## config.mk

```make
export PLATFORM = sky130hd
export DESIGN_NAME = zia_walk_sequencer
export DESIGN_NICKNAME = d
export VERILOG_FILES = /design/src/rtl/zia_walk_sequencer.sv
export SDC_FILE = /design/constraint.sdc
export NUM_CORES = 1
export LEC_CHECK = 0
export ABC_AREA = 1
export CAP_MARGIN = 40
export CORE_MARGIN = 3
export CORE_UTILIZATION = 56
export DETAILED_ROUTE_END_ITERATION = 6
export DONT_BUFFER_PORTS = 1
export GPL_TIMING_DRIVEN = 0
export PLACE_DENSITY_LB_ADDON = 0.12
export RECOVER_POWER = 100
export SLEW_MARGIN = 20
export SYNTH_ARGS = -nofsm -noshare
export SYNTH_HDL_FRONTEND = slang
export SYNTH_SLANG_ARGS = --single-unit
```

## constraint.sdc

```tcl
create_clock -name clk -period 1.6 [get_ports clk]
set_input_delay 0.08 -clock clk [delete_from_list [all_inputs] [get_ports clk]]
set_output_delay 0.08 -clock clk [all_outputs]
set_load 0.01 [all_outputs]
```

## src/rtl/zia_walk_sequencer.sv

```systemverilog
// zia_walk_sequencer: self-test sequencer for the ZIA wide-AND fabric.
// Drives an all-ones baseline, then walks a single zero across the input
// bus. Each step waits SETTLE cycles and then compares the observed outputs
// against the expected pattern. The run stops at the first mismatch and
// reports the failing step together with the captured outputs.
module zia_walk_sequencer #(
  parameter int unsigned      N_IN   = 39,
  parameter int unsigned      N_OUT  = 8,
  parameter int unsigned      SETTLE = 3,
  parameter logic [N_OUT-1:0] EXP_HI = N_OUT'(8'hFF),
  parameter logic [N_OUT-1:0] EXP_LO = N_OUT'(8'h00)
) (
  input  logic             clk,
  input  logic             rst,
  input  logic             start,
  output logic [N_IN-1:0]  drv,
  input  logic [N_OUT-1:0] obs,
  output logic             busy,
  output logic             done,
  output logic             pass,
  output logic [5:0]       fail_step,
  output logic [N_OUT-1:0] fail_obs
);

  localparam int unsigned CW        = (SETTLE < 1) ? 1 : $clog2(SETTLE + 1);
  localparam logic [CW-1:0] SETTLE_C = CW'(SETTLE);
  localparam logic [5:0]    LAST_STEP = 6'(N_IN);

  typedef enum logic [1:0] {
    S_IDLE,
    S_RUN,
    S_FIN
  } state_t;

  state_t             state_q;
  logic [5:0]         step_q;
  logic [CW-1:0]      cnt_q;
  logic [N_IN-1:0]    drv_q;
  logic               busy_q;
  logic               done_q;
  logic               pass_q;
  logic [5:0]         fstep_q;
  logic [N_OUT-1:0]   fobs_q;

  logic [N_IN-1:0]    walk_d;
  logic [N_OUT-1:0]   exp_d;

  // Drive vector for the next step (zero at bit step_q) and the pattern
  // expected from the fabric during the current step.
  always_comb begin
    walk_d = ~(N_IN'(1) << step_q);
    exp_d  = (step_q == 6'd0) ? EXP_HI : EXP_LO;
  end

  // Sequencer FSM; every output is a register updated here.
  always_ff @(posedge clk) begin
    if (rst) begin
      state_q <= S_IDLE;
      step_q  <= '0;
      cnt_q   <= '0;
      drv_q   <= '1;
      busy_q  <= 1'b0;
      done_q  <= 1'b0;
      pass_q  <= 1'b0;
      fstep_q <= '0;
      fobs_q  <= '0;
    end else begin
      done_q <= 1'b0;
      case (state_q)
        S_IDLE: begin
          drv_q <= '1;
          if (start) begin
            state_q <= S_RUN;
            busy_q  <= 1'b1;
            step_q  <= '0;
            cnt_q   <= '0;
            pass_q  <= 1'b0;
            fstep_q <= '0;
            fobs_q  <= '0;
          end
        end
        S_RUN: begin
          if (cnt_q == SETTLE_C) begin
            if (obs == exp_d) begin
              if (step_q == LAST_STEP) begin
                state_q <= S_FIN;
                busy_q  <= 1'b0;
                done_q  <= 1'b1;
                pass_q  <= 1'b1;
                drv_q   <= '1;
              end else begin
                // drv moves together with the step index so the new
                // vector is on the bus for the whole settle window
                step_q <= step_q + 6'd1;
                cnt_q  <= '0;
                drv_q  <= walk_d;
              end
            end else begin
              state_q <= S_FIN;
              busy_q  <= 1'b0;
              done_q  <= 1'b1;
              pass_q  <= 1'b0;
              fstep_q <= step_q;
              fobs_q  <= obs;
              drv_q   <= '1;
            end
          end else begin
            cnt_q <= cnt_q + CW'(1);
          end
        end
        S_FIN: begin
          state_q <= S_IDLE;
        end
        default: begin
          state_q <= S_IDLE;
          busy_q  <= 1'b0;
          drv_q   <= '1;
        end
      endcase
    end
  end

  assign drv       = drv_q;
  assign busy      = busy_q;
  assign done      = done_q;
  assign pass      = pass_q;
  assign fail_step = fstep_q;
  assign fail_obs  = fobs_q;

endmodule

```

After elaboration in Yosys (flattened, before gate mapping)
Cells that the tools add are included.

Bits in registers: 66. Input port bits: 11.

Add/subtract/negate cells: 2. Equal/unequal tests: 13. Shifts and indexed selects: 1. Muxes and demuxes: 39. Bitwise operators: 4. Reductions and logical operators: 11.

Operators with widths (number): 39-bit two-way mux (3); 39-bit case mux with 2 select lines (1); 39-bit NOT (1); 1-bit by 6-bit left shift with 39-bit output, first input constant (1); 6-bit two-way mux (6); 8-bit two-way mux (4); 6-bit case mux with 2 select lines (2); 2-bit two-way mux (8); 8-bit case mux with 2 select lines (1); 4-bit AND reduction (4); 1-bit two-way mux (10); 2-bit inequality test, second input constant (5); 3-bit inequality test, second input constant (3); 8-bit equality test (1); 2-bit case mux with 2 select lines (2); 6-bit by 1-bit adder with 6-bit output, second input constant (1); 6-bit equality test, second input constant (1); 6-bit zero test (1); 5-bit AND reduction (1); 2-bit equality test, second input constant (2); 1-bit NOT (3); 1-bit case mux with 3 select lines (1); 3-bit AND reduction (1); 3-bit OR reduction (1); other kinds (6) (6).

Depth between registers and ports, before layout
Gate-level depths: netlist (run 1).

Depth after elaboration: 6. Gate-level depth with buffers: 12.

Least setup slack after synthesis (run 1)
Ideal clock, no wire load.

Kind: register to register. From: reg step_q[0]. To: reg drv_q[19] (netlist: drv[19]). Library setup time: 0.059 ns. Data arrival time: 1.579 ns. Data required time: 1.541 ns. Setup slack: -0.038 ns. Cell stages (with the launch flop): 11. Path buffers: 1. Clock period less this slack: 1.638 ns. Cell sequence: dfxtp_1 inv_1 ha_1 nand3_1 nor2_1 nand2_1 nand2_1 nand2_2 clkbuf_1 o21ai_1 nand2_1.

Cells in the longest elaborated chain, start to end: 6. Elaborated cells on any way between the ends: 10. Classes of those cells: eq/ne: 2; shift: 1; mux: 5; bitwise: 1; reduce/logical: 1.

Ends and longest elaborated chain: start: declaration (RTL line 36) `logic [5:0] step_q;`; start signal: assignment (RTL line 94) `step_q <= step_q + 6'd1;`; 6-bit zero test or 1-bit by 6-bit left shift with 39-bit output (tied branches) (RTL line 52, 51); 8-bit two-way mux or 39-bit NOT (tied branches) (RTL line 52, 51); 8-bit equality test or 39-bit two-way mux (tied branches) (RTL line 84, 85); 39-bit two-way mux (*) (RTL line 84) `if (obs == exp_d) begin`; 39-bit two-way mux (*) (RTL line 83) `if (cnt_q == SETTLE_C) begin`; 39-bit case mux with 2 select lines (*) (RTL line 69) `case (state_q)`; end signal: assignment (RTL line 96) `drv_q <= walk_d;`; end: declaration (RTL line 38) `logic [N_IN-1:0] drv_q;`.

Every way passes the cells marked *; elsewhere a longest branch is shown, timed or not. The select of a mux whose other input is x is not followed. A chain may end at the register's enable or synchronous reset.

Final worst setup path (run 1)
From: reg step_q[1]. To: reg fobs_q[1] (netlist: fail_obs[1]).

Cells in the longest elaborated chain, start to end: 5.

Ends and longest elaborated chain: 6-bit zero test (RTL line 52) `exp_d = (step_q == 6'd0) ? EXP_HI : EXP_LO;`; 8-bit two-way mux (RTL line 52); 8-bit equality test (RTL line 84); 2-bit inequality test (no line); 4-bit AND reduction (no line); end signal: assignment (RTL line 104) `fobs_q <= obs;`; end: declaration (RTL line 43) `logic [N_OUT-1:0] fobs_q;`.

Every way passes these cells.

==> impl_summary.md, run 1 <==
Placed design
Routability-driven placement finished with a final weighted congestion of 0.920. The number of placed instances with taps included is 514. The half-perimeter wire length after detailed placement is 5650 um. The count of buffers added on input and output ports is 0.

OpenSTA, run right after detailed placement, puts the worst setup slack at -0.438 ns.

Timing
The post-route worst setup slack is -0.0210 ns. The achievable frequency is 0.617 GHz. The tightest hold margin is 0.0462 ns. The final clock skew is 0.0107 ns.

The final count of pins violating max slew came to 0. The minimum clock period is 1.62 ns. The total setup violations reported at the end of the flow is 16. Dividing the final minimum period by the clock period gives 101%. The relative slew slack is 58.9%. The total negative slack is -0.117 ns. Setup repair after global routing could not meet its margin everywhere. The transition at the pin with the smallest max-transition slack is 0.616 ns. The number of endpoints with negative hold slack in the final report is 0.

Pwr
The power density over the cells is 962 nW/um2. The peak supply drop is 0.000676 V. For this design the static power due to leakage is 1.55 nW.

Setup path
The startpoint identified for the worst register-to-register timing path is step_q[1]. The endpoint arrival time on the critical path is 1.89 ns. The cell count of the worst reg-to-reg path is 11. For the worst setup path, the data required time is 1.87 ns.

In this run the worst path has a maximum fanout of 6. The capturing instance or port of the critical path is fail_obs[1]. The worst register-to-register path has a setup slack of -0.02 ns. The endpoint type of the worst setup path is a flop. The startpoint type of the worst setup path is a flop. The critical path starts at step_q[1]. The critical path in this run is classified as flop to flop. The worst register-to-register path ends at fail_obs[1].

Finish
The signed area change from the synthesized netlist to the final layout is 26.2%. The most common library cell in the layout ignoring fill and taps is sky130_fd_sc_hd__nand2_1. For this run, the post-layout net count is 497.

The number of antenna diodes in the final layout is 0. The filler-free cell count of the finished design is 552. In the final layout, the share of cells above drive strength 1 is 23.9%. The library cells used most frequently in the layout, excluding fill and tap cells, are sky130_fd_sc_hd__nand2_1 (117), sky130_fd_sc_hd__dfxtp_1 (60), sky130_fd_sc_hd__nand3_1 (36), sky130_fd_sc_hd__a21oi_1 (35), sky130_fd_sc_hd__inv_1 (27). The layout has 396 filler cells.

Drt
The final wirelength is 8740 um. The remaining antenna violation count after routing is 0. The number of detailed-route iterations in the first pass is 7. For this block, the initial DRC count from the detailed router was 232. The post-detailed-route via-to-cell ratio is 5.58. The final routed DRC violation total is 0. In the final routed layout, each cell accounts on average for 15.8 um. The total via count after detailed routing is 3,082.

Logic synthesis
The Yosys step of the flow raised 0 warnings. Sequential elements use 42.8% of the synthesized area. The distinct cell type count of the synthesized netlist is 24. Counting every net in the synthesized netlist gives 462.

Counting flops and latches in the post-synthesis netlist gives 66. The area of the mapped netlist is 3080 um2. The post-synthesis area per instance is 6.95 um2.

The post-synthesis instance total is 444.

GRT
Global routing used 28.0% of the available tracks. The number of antenna violations at the first check in global routing came to 0. The pin count of the biggest net entering global routing is 11. The total grt overflow is 0. The global-route wire length before repair is 13,900 um.

The via count of the first global-routing pass was 2,952.

Die
The die covers 6430 um2. The core area is 5200 um2. The number of placement rows is 26.

The die span in y is 80.2 um. The initial utilization of the core area, before any placement, comes to 59.3%. Measured along the x axis, the die boundary spans 80.2 um. During I/O placement, the number of pins put on the boundary was 67.

Clock tree
The buffer type at the clock tree root is sky130_fd_sc_hd__clkbuf_8. The count of H-tree levels built during CTS is 3. The number of buffers inserted during clock tree synthesis is 9. Counting every sink on the clock net gives 66. Clock-pin slew was measured on the worst setup and hold paths at 0.07 ns. The insertion delay to the later sink of the worst-skew pair is 0.34 ns. The TritonCTS clock tree is done. The maximum clock insertion buffer count is 2.

Hold path
The tightest min-delay check is of the primary input to flop type.

Outcome
The run finished, with violations left. The final reports fail on setup timing.

Flow run
The count of max-cap constraint violations is 0.
## cell families after synthesis
| group | share of synthesized area, % |
|---|---|
| AO/OA/AOI/OAI | 13.6 |
| AND/OR/NAND/NOR | 31.8 |
| adder cells (fa/ha/maj) | 2.84 |
| XOR/XNOR | 0.284 |
| flip-flops | 42.8 |
| buffers and inverters | 8.68 |
## routing by layer
| metal | vias up | share of wire (%) | GRT usage (%) | routed length (um) |
|---|---|---|---|---|
| met2 | 115 | 51 | 49.3 | 4480 |
| met4 | 0 | 2.0 | 12.8 | 176 |
| li1 | 1536 | - | - | - |
| met5 | - | 0 | 0 | 0 |
| met1 | 1417 | 40 | 32.2 | 3470 |
| met3 | 14 | 6.9 | 5.72 | 607 |
## worst max-delay path, cell delays in order, from the launching register on
cell                      delay, ns
sky130_fd_sc_hd__dfxtp_4       0.37
sky130_fd_sc_hd__inv_4         0.07
sky130_fd_sc_hd__ha_4          0.16
sky130_fd_sc_hd__nand3_4       0.09
sky130_fd_sc_hd__nor2_4        0.11
sky130_fd_sc_hd__nand2_2       0.08
sky130_fd_sc_hd__nand2_4       0.13
sky130_fd_sc_hd__nand2_8       0.10
sky130_fd_sc_hd__nand2_4       0.12
sky130_fd_sc_hd__buf_4         0.13
sky130_fd_sc_hd__nand2_1       0.05
sky130_fd_sc_hd__a21oi_1       0.14
## flip-flops by register name, indices dropped and copies added, names as in the netlist
name,flops
drv,39
fail_obs,8
fail_step,6
step_q,6
cnt_q,2
state_q,2
busy,1
done,1
pass,1
## how the worst min path moves through the flow
stage	startpoint	slack [ns]	depth (start not counted)	end
after detailed placement	obs[2]	0.25	2	fail_obs[2]
after CTS	start	0.03	4	cnt_q[1]
after global routing	start	0.05	4	cnt_q[1]
after global placement	obs[1]	0.25	2	fail_obs[1]
final	start	0.05	4	cnt_q[1]
after floorplan	obs[0]	0.24	2	fail_obs[0]
## power breakdown
part / leakage, nW / switching [W] / internal [W]
registers: 0.544 / 0.0000956 / 0.00172
clock network: 0.101 / 0.000617 / 0.000783
logic: 0.900 / 0.000328 / 0.000196
total: 1.55 / 0.00104 / 0.00270
## synth_stat cells
cell,instances,area [um2]
sky130_fd_sc_hd__nand2_2,3,18.8
sky130_fd_sc_hd__or2_4,1,8.76
sky130_fd_sc_hd__nor2_4,2,22.5
sky130_fd_sc_hd__o21ai_1,10,50.1
sky130_fd_sc_hd__a21oi_1,36,180
sky130_fd_sc_hd__inv_1,30,113
sky130_fd_sc_hd__o31ai_1,2,15.0
sky130_fd_sc_hd__buf_1,1,3.75
sky130_fd_sc_hd__nor2_1,30,113
sky130_fd_sc_hd__dfxtp_1,66,1320
sky130_fd_sc_hd__nand3_1,39,195
sky130_fd_sc_hd__nand2_1,123,462
sky130_fd_sc_hd__nor3_2,1,10.0
sky130_fd_sc_hd__inv_2,5,18.8
sky130_fd_sc_hd__o21ai_2,1,8.76
sky130_fd_sc_hd__nor3_1,5,25.0
sky130_fd_sc_hd__clkbuf_1,16,60.1
sky130_fd_sc_hd__or2_2,1,6.26
sky130_fd_sc_hd__xor2_1,1,8.76
sky130_fd_sc_hd__o21ai_0,33,165
sky130_fd_sc_hd__nand4_1,19,119
sky130_fd_sc_hd__ha_1,7,87.6
sky130_fd_sc_hd__buf_2,10,50.1
sky130_fd_sc_hd__buf_6,2,22.5
## stage by stage
stage / power, W / area (um2) / utilization, %
6_report: 0.00374 / 3890 / 74.8
5_1_grt: 0.00389 / 3890 / 74.8
4_1_cts: 0.00372 / 3780 / 72.6
3_5_place_dp: 0.00226 / 3180 / 61.1
3_3_place_gp: 0.00226 / 3180 / 61.1
2_1_floorplan: 0.00216 / 3090 / -
## final cells by class
cell class | instances | area [um2] | area share [%]
Buffer | 28 | 188 | 4.82
Clock buffer | 11 | 151 | 3.89
Clock inverter | 3 | 40.0 | 1.03
Inverter | 35 | 139 | 3.57
Multi-Input combinational cell | 315 | 1740 | 44.7
Sequential cell | 66 | 1340 | 34.3
Tap cell | 70 | 87.6 | 2.25
Timing Repair Buffer | 24 | 211 | 5.43
## repair_timing
item / in CTS / in global routing
resized for setup: 93 / 36
pin swaps: 10 / 8
setup buffers: 11 / 3
endpoints found under the hold margin: 8 / 0
setup endpoints to repair: 63 / 64
hold buffers: 8 / 0
cloned: 3 / 0
(Power assumes the default switching activity.)
==> run 2: changes to the inputs <==
- SETUP_SLACK_MARGIN: not set -> 0.5
==> run 2 against run 1 <==
Effect of this change: first-iteration DRC count is 8.6% higher; critical endpoint is now step_q[0]; the flow still finishes with violations (setup timing); final cell count is 4.3% higher; non-clock buffer count is 22 higher; register-to-register slack worse by 0.12 ns; maximum frequency is 6.8% lower.
==> impl_summary.md, run 2 (same netlist as run 1, synthesis figures left out) <==
Die
The die span in y is 80.2 um (unchanged). The die extent in x was 80.2 um (unchanged). The core area came to 5200 um2 (unchanged). The die area is 6430 um2 (unchanged). The starting density of the core is 59.3% (unchanged). The number of top-level pins is 67 (unchanged). The number of placement rows is 26 (unchanged).

Finish
The area of the multi-input gates is 1990 um2 (+15%). The area growth from synthesis to layout is 43.4%. The number of nets at the end of the flow was 520 (+4.6%).

The number of antenna cells inserted is 0 (unchanged). In the layout the commonest cells are sky130_fd_sc_hd__nand2_1 (106), sky130_fd_sc_hd__dfxtp_1 (59), sky130_fd_sc_hd__nand3_1 (34), sky130_fd_sc_hd__o21ai_2 (30), sky130_fd_sc_hd__buf_4 (28). The flip-flop count of the largest register, all copies and words added is 39 (unchanged). The flip-flop and latch area is 1340 um2 (+0.28%). The ratio of cells with drive above 1 in the final layout is 36.6% (+13 points). The filler cell count in the final layout is 282 (-29%). The most common library cell in the layout ignoring fill and taps is sky130_fd_sc_hd__nand2_1.

The filler-free cell count of the finished design was 576 (+4.3%).

Setup path
The worst setup path is of the flop to flop kind. The library cell contributing the largest single delay on the critical path is sky130_fd_sc_hd__dfxtp_4. The worst setup path is captured at a flop. The endpoint arrival time on the critical path is 2.00 ns (+0.11 ns). The worst path required time is 1.86 ns (about the same). The startpoint type of the worst setup path is a flop.

The highest cell delay on the worst timing path is 0.38 ns (about the same). The signal on the critical path passes through inv_4, ha_4, nand3_4, nor2_4, nand2_4, nand2_8, buf_4, nand3_4, o21ai_2, nand2_1, nor2_1. The maximum fanout along the worst path is 6 (unchanged). The cell seen most often among critical-path stages is sky130_fd_sc_hd__nand3_4.

Clock tree
The number of buffers inserted during clock tree synthesis came to 9 (unchanged). In this run the clock root is driven by a sky130_fd_sc_hd__clkbuf_8. The insertion delay to the later sink of the worst-skew pair is 0.35 ns (about the same). The clock transition at the registers of the reported paths was 0.08 ns (about the same). The maximum clock insertion buffer count is 2 (unchanged).

The TritonCTS clock tree is done. The number of sinks on the clock net came to 66 (unchanged). The count of H-tree levels built during CTS is 3 (unchanged).

Pwr
The peak supply drop is 0.000730 V (+8.1%). The internal power consumption is 0.00258 W (-4.7%). The share of total power in the clock network is 33.4% (-4.0 points). The switching share of power is 30.7% (+2.9 points).

The power consumption came to 0.00372 W (-0.75%). The static leakage is 1.76 nW (+14%). The sequential share of power came to 49.0% (+0.4 points).

The power density over the cells is 840 nW/um2 (-13%). The switching power of the nets is 0.00114 W (+9.6%). The relative contribution of combinational cells to total power was 17.6% (+3.6 points).

GRT
The pin count of the biggest net entering global routing came to 12 (+1). The met3 track demand over resource is 8.63% (+2.9 points). met2 is the most crowded layer. The combined global-route utilization of all metal layers is 28.5% (+0.54 points). The fraction of met2 tracks used by global routing is 48.6% (-0.75 points). The via count of the first global-routing pass was 3,009 (+1.9%). The global-route wire length before repair is 14,100 um (+1.2%). The met1 usage is 32.8% (+0.65 points). The number of antenna violations at the first check in global routing came to 0 (unchanged). The total grt overflow is 0 (unchanged).

Placed design
The final weighted congestion of routability-driven global placement is 0.912 (-0.82%). The worst setup timing slack at the placement stage is -0.211 ns (+0.227 ns). The half-perimeter wire length after detailed placement is 5650 um (about the same). The number of placed instances with taps included is 514 (unchanged). The count of buffers inserted at the top-level ports is 0 (unchanged).

Drt
The average wire per cell in the routed design is 18.0 um (+14%). The total via count after detailed routing was 3,413 (+11%). The final routed DRC violation total was 0 (unchanged).

The number of detailed-route iterations in the first pass is 5 (-2). The remaining antenna violation count after routing came to 0 (unchanged). The post-detailed-route via-to-cell ratio is 5.93 (+6.1%). The final wirelength is 10,400 um (+19%).

The iteration-0 DRC count of the detailed router is 252 (+8.6%).

Timing
The relative slew slack is 56.3% (-2.6 points). The final clock skew was 0.0136 ns (+0.00292 ns). The final count of pins violating max slew is 0 (unchanged). Setup repair after global routing could not meet its margin everywhere. The transition at the pin with the smallest max-transition slack came to 0.656 ns (+0.0393 ns). The post-route worst setup slack was -0.140 ns (-0.119 ns). The ratio of final minimum period to clock period was 109% (+7.4 points).

The total negative slack is -1.92 ns (-1.80 ns). The minimum clock period was 1.74 ns (+0.119 ns). The achievable frequency came to 0.575 GHz (-6.8%). The total setup violations reported at the end of the flow is 40 (+24). The number of endpoints with negative hold slack in the final report is 0 (unchanged).

Outcome
The run finished, with violations left. The final reports fail on setup timing.

Hold path
The path class of the tightest hold or removal check is primary input to flop.

Flow run
The count of max-cap constraint violations is 0 (unchanged).
## run 2: changes by cell type in the layout (fill, tap and decap cells not counted), sizes merged
cell      change
bufinv        -1
buf          +21
nand3         +1
clkinvlp      +1
clkbuf        +2
## run 2: critical path, delay by kind of cell, from the launching register on
kind	cells	cell delay (ns)
adder cells (fa/ha/maj)	1	0.14
AO/OA/AOI/OAI	1	0.13
AND/OR/NAND/NOR	7	0.79
flip-flops	1	0.38
buffers and inverters	2	0.20
## run 2: through the flow
stage               util, %  area [um2]  hold slack, ns
floorplan                 -        3200           0.243
global placement       63.1        3280           0.248
detailed placement     63.1        3280           0.252
CTS                    74.8        3890          0.0219
global route           85.0        4420          0.0625
finish                 85.0        4420          0.0476
## run 2: final cells by class
type,count,area share [%]
multi-input combinational,316,45.1
clock inverter,3,0.396
sequential,66,30.3
buffer,29,5.54
tap,70,1.98
timing repair buffer,45,10.2
inverter,35,3.25
clock buffer,12,3.28
## run 2: path summary, 6_finish.rpt
path	from	end	slack, ns	cells past startpoint
worst max-delay path	step_q[1]	step_q[0]	-0.14	11
worst min-delay path	start	cnt_q[1]	0.05	4
worst min register to register	busy	busy	0.51	2
worst max register to register	step_q[1]	step_q[0]	-0.14	11
## run 2: power by group through the flow
stage               Clock [W]  Sequential (W)  Combinational, W
floorplan                   0         0.00184          0.000341
global placement            0         0.00186          0.000424
detailed placement          0         0.00186          0.000429
CTS                   0.00122         0.00182          0.000520
global route          0.00132         0.00183          0.000705
finish                0.00124         0.00182          0.000654
## run 2: timing repair
action	CTS	global route
gates cloned	4	5
hold buffers	8	0
endpoints found under the setup margin	66	66
endpoints found under the hold margin	8	0
pin swaps	13	24
setup buffers	22	8
gates resized for setup	53	117
## run 2: layer usage
layer  part of all wire (%)  wire (um)
met1                     38       3890
met2                     50       5180
met3                    7.4        768
met4                    5.1        533
met5                      0          0
